===== src/rtl/board_state.sv =====
// board_state: authoritative Connect Four board register.
//
// Holds the 6x7 grid, per-column piece counts and side-to-move. Human drops
// and minimax moves are committed here, after which a fixed 42-cycle scan
// looks for four-in-a-row for the side that just moved, then either hands the
// turn over or ends the game (win, draw, or illegal AI move).
//
// Ports:
//   clk, rst        clock and synchronous active-high reset
//   col_sel, drop   human column choice (0..6) and level drop request
//   move, opt       minimax done flag and chosen cell bit index
//   grid            98-bit board, cell (r,c) = grid[r*14+13-2c -: 2]
//                   00 empty, 01 human, 10 AI; row 6 is always zero
//   column_counts   3 bits per column, column c at [c*3+2 -: 3]
//   player          1 = AI to move (enables minimax)
//   busy            commit/scan in progress
//   winner          00 none, 01 human, 10 AI
//   game_over       sticky until rst
//   draw            board full without a winner
//   ai_fault        sticky, an illegal opt was presented
module board_state #(
  parameter logic FIRST_PLAYER = 1'b0
) (
  input  logic        clk,
  input  logic        rst,
  input  logic [2:0]  col_sel,
  input  logic        drop,
  input  logic        move,
  input  logic [6:0]  opt,
  output logic [97:0] grid,
  output logic [20:0] column_counts,
  output logic        player,
  output logic        busy,
  output logic [1:0]  winner,
  output logic        game_over,
  output logic        draw,
  output logic        ai_fault
);

  localparam logic [1:0] S_HUMAN = 2'd0;
  localparam logic [1:0] S_AI    = 2'd1;
  localparam logic [1:0] S_SCAN  = 2'd2;
  localparam logic [1:0] S_OVER  = 2'd3;

  logic [97:0] grid_q, grid_d;
  logic [20:0] counts_q, counts_d;
  logic [5:0]  pieces_q, pieces_d;
  logic [5:0]  scan_idx_q, scan_idx_d;
  logic [1:0]  state_q, state_d;
  logic [1:0]  winner_q, winner_d;
  logic        player_q, player_d;
  logic        busy_q, busy_d;
  logic        game_over_q, game_over_d;
  logic        draw_q, draw_d;
  logic        ai_fault_q, ai_fault_d;
  logic        mover_q, mover_d;   // 0 = human, 1 = AI
  logic        found_q, found_d;

  // Two-bit cell at (r,c); callers guarantee r,c are in range.
  function automatic logic [1:0] cell_get(input logic [97:0] g, input int r,
                                          input int c);
    return 2'(g >> (r * 14 + 12 - 2 * c));
  endfunction

  // True when cell k starts an in-bounds run of four matching 'code' in
  // any of the directions +c, +r, +r+c, +r-c.
  function automatic logic cell_hit(input logic [97:0] g, input int k,
                                    input logic [1:0] code);
    int   r, c, rr, cc, dr, dc;
    logic any, all;
    r   = k / 7;
    c   = k % 7;
    any = 1'b0;
    for (int d = 0; d < 4; d++) begin
      dr  = (d == 0) ? 0 : 1;
      dc  = (d == 1) ? 0 : ((d == 3) ? -1 : 1);
      all = 1'b1;
      for (int i = 0; i < 4; i++) begin
        rr = r + i * dr;
        cc = c + i * dc;
        if (rr < 0 || rr > 5 || cc < 0 || cc > 6) begin
          all = 1'b0;
        end else if (cell_get(g, rr, cc) != code) begin
          all = 1'b0;
        end
      end
      any = any | all;
    end
    return any;
  endfunction

  // Move decode
  logic [2:0] hum_cnt;
  logic       hum_ok;
  logic [6:0] ai_rem, ai_row, ai_col;
  logic [2:0] ai_cnt;
  logic       ai_ok;

  always_comb begin
    hum_cnt = '0;
    for (int c = 0; c < 7; c++) begin
      if (col_sel == 3'(c)) hum_cnt = counts_q[c*3 +: 3];
    end
    hum_ok = drop && (col_sel != 3'd7) && (hum_cnt < 3'd6);

    // opt points at the high bit of a cell, so a legal index is odd and
    // lands on the next free row of its column.
    ai_rem = opt % 7'd14;
    ai_row = opt / 7'd14;
    ai_col = (7'd13 - ai_rem) >> 1;
    ai_cnt = '0;
    for (int c = 0; c < 7; c++) begin
      if (ai_col == 7'(c)) ai_cnt = counts_q[c*3 +: 3];
    end
    ai_ok = ai_rem[0] && (opt < 7'd84) && (ai_row == {4'b0, ai_cnt});
  end

  // Scan evaluation of the current cell
  logic [1:0] mover_code;
  logic       hit;

  always_comb begin
    mover_code = mover_q ? 2'b10 : 2'b01;
    hit        = 1'b0;
    for (int k = 0; k < 42; k++) begin
      if (scan_idx_q == 6'(k)) hit = cell_hit(grid_q, k, mover_code);
    end
  end

  // Next-state logic
  logic       wr_en;
  logic [2:0] wr_row, wr_col;
  logic [1:0] wr_code;

  always_comb begin
    grid_d      = grid_q;
    counts_d    = counts_q;
    pieces_d    = pieces_q;
    scan_idx_d  = scan_idx_q;
    state_d     = state_q;
    winner_d    = winner_q;
    player_d    = player_q;
    busy_d      = busy_q;
    game_over_d = game_over_q;
    draw_d      = draw_q;
    ai_fault_d  = ai_fault_q;
    mover_d     = mover_q;
    found_d     = found_q;
    wr_en       = 1'b0;
    wr_row      = '0;
    wr_col      = '0;
    wr_code     = '0;

    case (state_q)
      S_HUMAN: begin
        if (hum_ok) begin
          wr_en      = 1'b1;
          wr_row     = hum_cnt;
          wr_col     = col_sel;
          wr_code    = 2'b01;
          busy_d     = 1'b1;
          mover_d    = 1'b0;
          scan_idx_d = '0;
          found_d    = 1'b0;
          state_d    = S_SCAN;
        end
      end
      S_AI: begin
        if (move) begin
          // Dropping player here also releases minimax, so a held move
          // flag cannot commit twice.
          player_d = 1'b0;
          if (ai_ok) begin
            wr_en      = 1'b1;
            wr_row     = ai_cnt;
            wr_col     = ai_col[2:0];
            wr_code    = 2'b10;
            busy_d     = 1'b1;
            mover_d    = 1'b1;
            scan_idx_d = '0;
            found_d    = 1'b0;
            state_d    = S_SCAN;
          end else begin
            ai_fault_d  = 1'b1;
            game_over_d = 1'b1;
            state_d     = S_OVER;
          end
        end
      end
      S_SCAN: begin
        // Always runs all 42 cells so the turn hand-over latency is fixed.
        found_d    = found_q | hit;
        scan_idx_d = scan_idx_q + 6'd1;
        if (scan_idx_q == 6'd41) begin
          busy_d = 1'b0;
          if (found_q | hit) begin
            winner_d    = mover_code;
            game_over_d = 1'b1;
            state_d     = S_OVER;
          end else if (pieces_q == 6'd42) begin
            draw_d      = 1'b1;
            game_over_d = 1'b1;
            state_d     = S_OVER;
          end else if (!mover_q) begin
            player_d = 1'b1;
            state_d  = S_AI;
          end else begin
            state_d = S_HUMAN;
          end
        end
      end
      default: begin
        // S_OVER: hold everything until reset
      end
    endcase

    if (wr_en) begin
      for (int r = 0; r < 6; r++) begin
        for (int c = 0; c < 7; c++) begin
          if (wr_row == 3'(r) && wr_col == 3'(c)) begin
            grid_d[r*14 + 12 - 2*c +: 2] = wr_code;
          end
        end
      end
      for (int c = 0; c < 7; c++) begin
        if (wr_col == 3'(c)) counts_d[c*3 +: 3] = counts_q[c*3 +: 3] + 3'd1;
      end
      pieces_d = pieces_q + 6'd1;
    end
  end

  always_ff @(posedge clk) begin
    if (rst) begin
      grid_q      <= '0;
      counts_q    <= '0;
      pieces_q    <= '0;
      scan_idx_q  <= '0;
      state_q     <= FIRST_PLAYER ? S_AI : S_HUMAN;
      winner_q    <= '0;
      player_q    <= FIRST_PLAYER;
      busy_q      <= 1'b0;
      game_over_q <= 1'b0;
      draw_q      <= 1'b0;
      ai_fault_q  <= 1'b0;
      mover_q     <= 1'b0;
      found_q     <= 1'b0;
    end else begin
      grid_q      <= grid_d;
      counts_q    <= counts_d;
      pieces_q    <= pieces_d;
      scan_idx_q  <= scan_idx_d;
      state_q     <= state_d;
      winner_q    <= winner_d;
      player_q    <= player_d;
      busy_q      <= busy_d;
      game_over_q <= game_over_d;
      draw_q      <= draw_d;
      ai_fault_q  <= ai_fault_d;
      mover_q     <= mover_d;
      found_q     <= found_d;
    end
  end

  assign grid          = grid_q;
  assign column_counts = counts_q;
  assign player        = player_q;
  assign busy          = busy_q;
  assign winner        = winner_q;
  assign game_over     = game_over_q;
  assign draw          = draw_q;
  assign ai_fault      = ai_fault_q;

endmodule


===== config.mk =====
export PLATFORM = sky130hd
export DESIGN_NAME = board_state
export DESIGN_NICKNAME = d
export VERILOG_FILES = /design/src/rtl/board_state.sv
export SDC_FILE = /design/constraint.sdc
export NUM_CORES = 1
export LEC_CHECK = 0
export CAP_MARGIN = 0
export CORE_UTILIZATION = 50
export DETAILED_ROUTE_END_ITERATION = 16
export MAX_ROUTING_LAYER = met4
export PLACE_DENSITY = 0.79
export SLEW_MARGIN = 0
export SYNTH_ARGS = -nofsm -noshare
export SYNTH_HDL_FRONTEND = slang
export SYNTH_SLANG_ARGS = --single-unit

===== constraint.sdc =====
create_clock -name clk -period 6.2 [get_ports clk]
set_clock_uncertainty 0.1 [all_clocks]
set_input_delay 1.24 -clock clk [delete_from_list [all_inputs] [get_ports clk]]
set_output_delay 1.24 -clock clk [all_outputs]
set_load 0.03 [all_outputs]

==> reports/qor.csv, run 1 <==
metric,value,unit
setup_violations,0,
crit_arrival,6.10,ns
diodes,0,
crit_top_cell,buf_4,
core_area,17480,µm²
slowest_stage,clkdlybuf4s50_1,
row_count,48,
timing.reg2reg.setup_slack,1.62,ns
run_status,"complete, no violations",
cap_viol_max_count,0,
syn_to_final_growth,25.22,%
htreeDepth,4,
async_reset_ff_frac,0,
clockBufferDepth,2,
grt_pass1_wl,47940,µm
critPathLaunchType,input pin,
grt_pass1_vias,8556,
power_leakage,4.408,nW
place_ws,-0.1656,ns
gp_congestion,0.9780,
clk_latency,0.43,ns
cts_tree,built,
grt.overflow.total,0,
via_per_inst,6.154,
syn_avg_cell_area,8.140,µm²
antenna_found_initial,0,
initial_utilization,0.5184,
critPathKind,in -> reg,
utilization,0.6491,
die_h,136.6,µm
critPathRequiredTime,6.45,ns
min-delay-start,player,
ys_warn_count,0,
synth-xor-area-share,0.02500,
r2r_start,mover_q,
ir_drop,213.8,µV
synth_edf_count,0,
hpwl,22790,µm
port_buffers,125,
yosysSeqAreaShare,0.2828,
ys.flop_type,dfxtp_1,
cts_made_buffers,17,
drt_iter0_drc,929,
path_cells,clkdlybuf4s50_1 -> nor2_1 -> a21boi_0 -> o21ai_0 -> a22o_1 -> ha_1 -> o31ai_4 -> and3_1 -> o22a_1 -> inv_1 -> ha_1 -> buf_4 -> nor2_1 -> a21oi_1 -> o21ai_0 -> a2bb2oi_2 -> xnor2_2 -> nand4bb_1 -> buf_4 -> nor3_1 -> nor3_2 -> buf_4 -> nand2_1 -> mux2i_1,
cpLargestDelayFamily,simple AND/OR/NAND/NOR gates,
power_density,212.5,nW/µm²
io_pins,140,
syn_area,9060,µm²
synth-simple-area-share,0.2980,
synth_compound_area_frac,0.1834,
synthAdderAreaFrac,0.03287,
firstDrtPassIters,7,
whs_endpoint,player,
grt_start_max_net_pins,85,
clk_pin_slew,0.06,ns
drc,0,
synth_cell_type_count,95,
rsz0062_at_grt,false,
wl,30790,µm
layout_common_cells,"nand2b_1, dfxtp_1, clkdlybuf4s50_1, nand2_1, mux2i_1",
wl_per_cell,20.76,µm
worst_slew_pin_slew,0.8559,ns
drive_above_1_share,0.1208,
whs_path_depth,2,
rr_worst_depth,13,
fmax,171.0,MHz
nets,1281,
slew-limit-headroom,0.4255,
fp.dieArea,18660,µm²
ant_nets,0,
synth_top_family_by_area,simple AND/OR/NAND/NOR gates,
synth-seq-cells,128,
cts_hold_buf,0,
critPathCaptureType,flip-flop,
setup_ws,0.3517,ns
finalHoldViolCount,0,
synthesis.instances,1113,
cp_max_fo,9,
worstHoldPathType,reg -> reg,
root_buffer,clkbuf_16,
regToRegEndpoint,state_q[1],
period_share,0.9433,
min_period,5.848,ns
synthMuxAreaShare,0.1268,
cpPeakStageDelay,0.52,ns
die_x,136.6,µm
layout_commonest_cell,nand2b_1,
maxSlewViolCount,0,
cts_sinks,128,
grt_util_all_layers,0.3469,
vias,9126,
crit_buf_inv,5,
-- repair_timing --
| item | CTS | global route |
|---|---|---|
| endpoints found under the setup margin | 0 | 70 |
| buffers inserted | 0 | 1 |
| resized for setup | 0 | 9 |
-- worst min-delay path: cells and delay by family, from the launching register on --
kind            cells  cell delay [ns]
flops               1             0.30
compound gates      2             0.13
-- final cells by class --
class	count	area (µm²)
Clock buffer	17	425.4
Clock inverter	15	188.9
Sequential cell	128	2564
Fill cell	1509	6132
Tap cell	225	281.5
Multi-Input combinational cell	898	6132
Inverter	25	93.84
Timing Repair Buffer	175	1659
-- through the flow --
stage                     setup TNS, ns  cell area (µm²)  instances  hold WS, ns  total power, W
final                                 0            11340       1483       0.3761        0.002410
after global routing                  0            11340       1483       0.4150        0.002498
after CTS                             0            11290       1482       0.3751        0.002406
after detailed placement         -4.763            10680       1450       0.3663        0.001342
after global placement          -0.1290            10680       1450       0.3616        0.001342
after floorplan                       0             9109       1126       0.3539        0.001210
-- per-layer routing --
metal  global-route usage  vias up  part of all wire
met5                    -        -                 0
met4               0.1136        0             0.027
met3              0.06370       81             0.081
met2               0.5130      454              0.44
met1               0.4734     4374              0.45
li1                     -     4217                 -
-- kinds of logic after synthesis --
kind of cell             count (synthesis)
flip-flops                             128
multiplexers                           111
other                                    1
AO/OA/AOI/OAI                          231
adder cells (fa/ha/maj)                 24
AND/OR/NAND/NOR                        493
buffers and inverters                  100
XOR/XNOR                                25
-- cell usage after synthesis, types with 5 or more instances --
cell type  number  area, µm²
nand2_2         6      37.54
nor3_1         15      75.07
a21o_1          9      67.56
and3_1          9      56.30
nand4b_1        5      43.79
dfxtp_1       128       2562
nand2_1       120      450.4
a31oi_1         9      56.30
a21oi_1        43      215.2
nand4_1         8      50.05
a21boi_0        8      60.06
xor2_1          6      52.55
inv_1          23      86.33
o22ai_1        40      250.2
nor3_2          6      60.06
ha_1           22      275.3
a22oi_1         6      45.04
nand3_1        34      170.2
a211oi_1       11      82.58
or3b_2         13      113.9
nor2_1         70      262.8
o21ai_0        30      150.1
and2_1         13      81.33
nor4_1          5      31.28
buf_1           6      22.52
nand3b_1       15      112.6
clkbuf_1       45      168.9
o31ai_1         5      37.54
buf_4          18      135.1
nor3b_1         6      45.04
nor2b_1        17      106.4
o21a_1          5      37.54
mux2i_1       108       1081
xnor2_1        18      157.7
nand2b_1      131      819.5
-- registers in the layout, summed over array words and instances (netlist names), 2 cells and up --
| register | flops |
|---|---|
| grid | 84 |
| winner | 2 |
| column_counts | 21 |
| state_q | 2 |
| scan_idx_q | 6 |
| pieces_q | 6 |
-- report_power, final --
part	total [W]	switching [W]	internal [W]
sequential	0.000858	0.0000185	0.000839
combinational	0.000484	0.000295	0.000188
clock	0.00107	0.000455	0.000614
-- worst max-delay path by stage --
stage,from,to,slack [ns],cells past startpoint
detailed placement,opt[5],grid[79],-0.17,25
global route,opt[5],grid[56],0.005,23
finish,opt[5],grid[57],0.35,24
CTS,opt[5],grid[48],0.28,21
global placement,opt[3],grid[25],-0.04,24
floorplan,opt[5],column_counts[16],0.18,24
Power figures use the tool's default switching activity.
==> run 2: changes to the inputs <==
Settings changed: SKIP_LAST_GASP set to 1, SLEW_MARGIN 0 to unset.
==> results of run 2 <==
No change in the layout: final DEF, timing and power equal those of run 1.
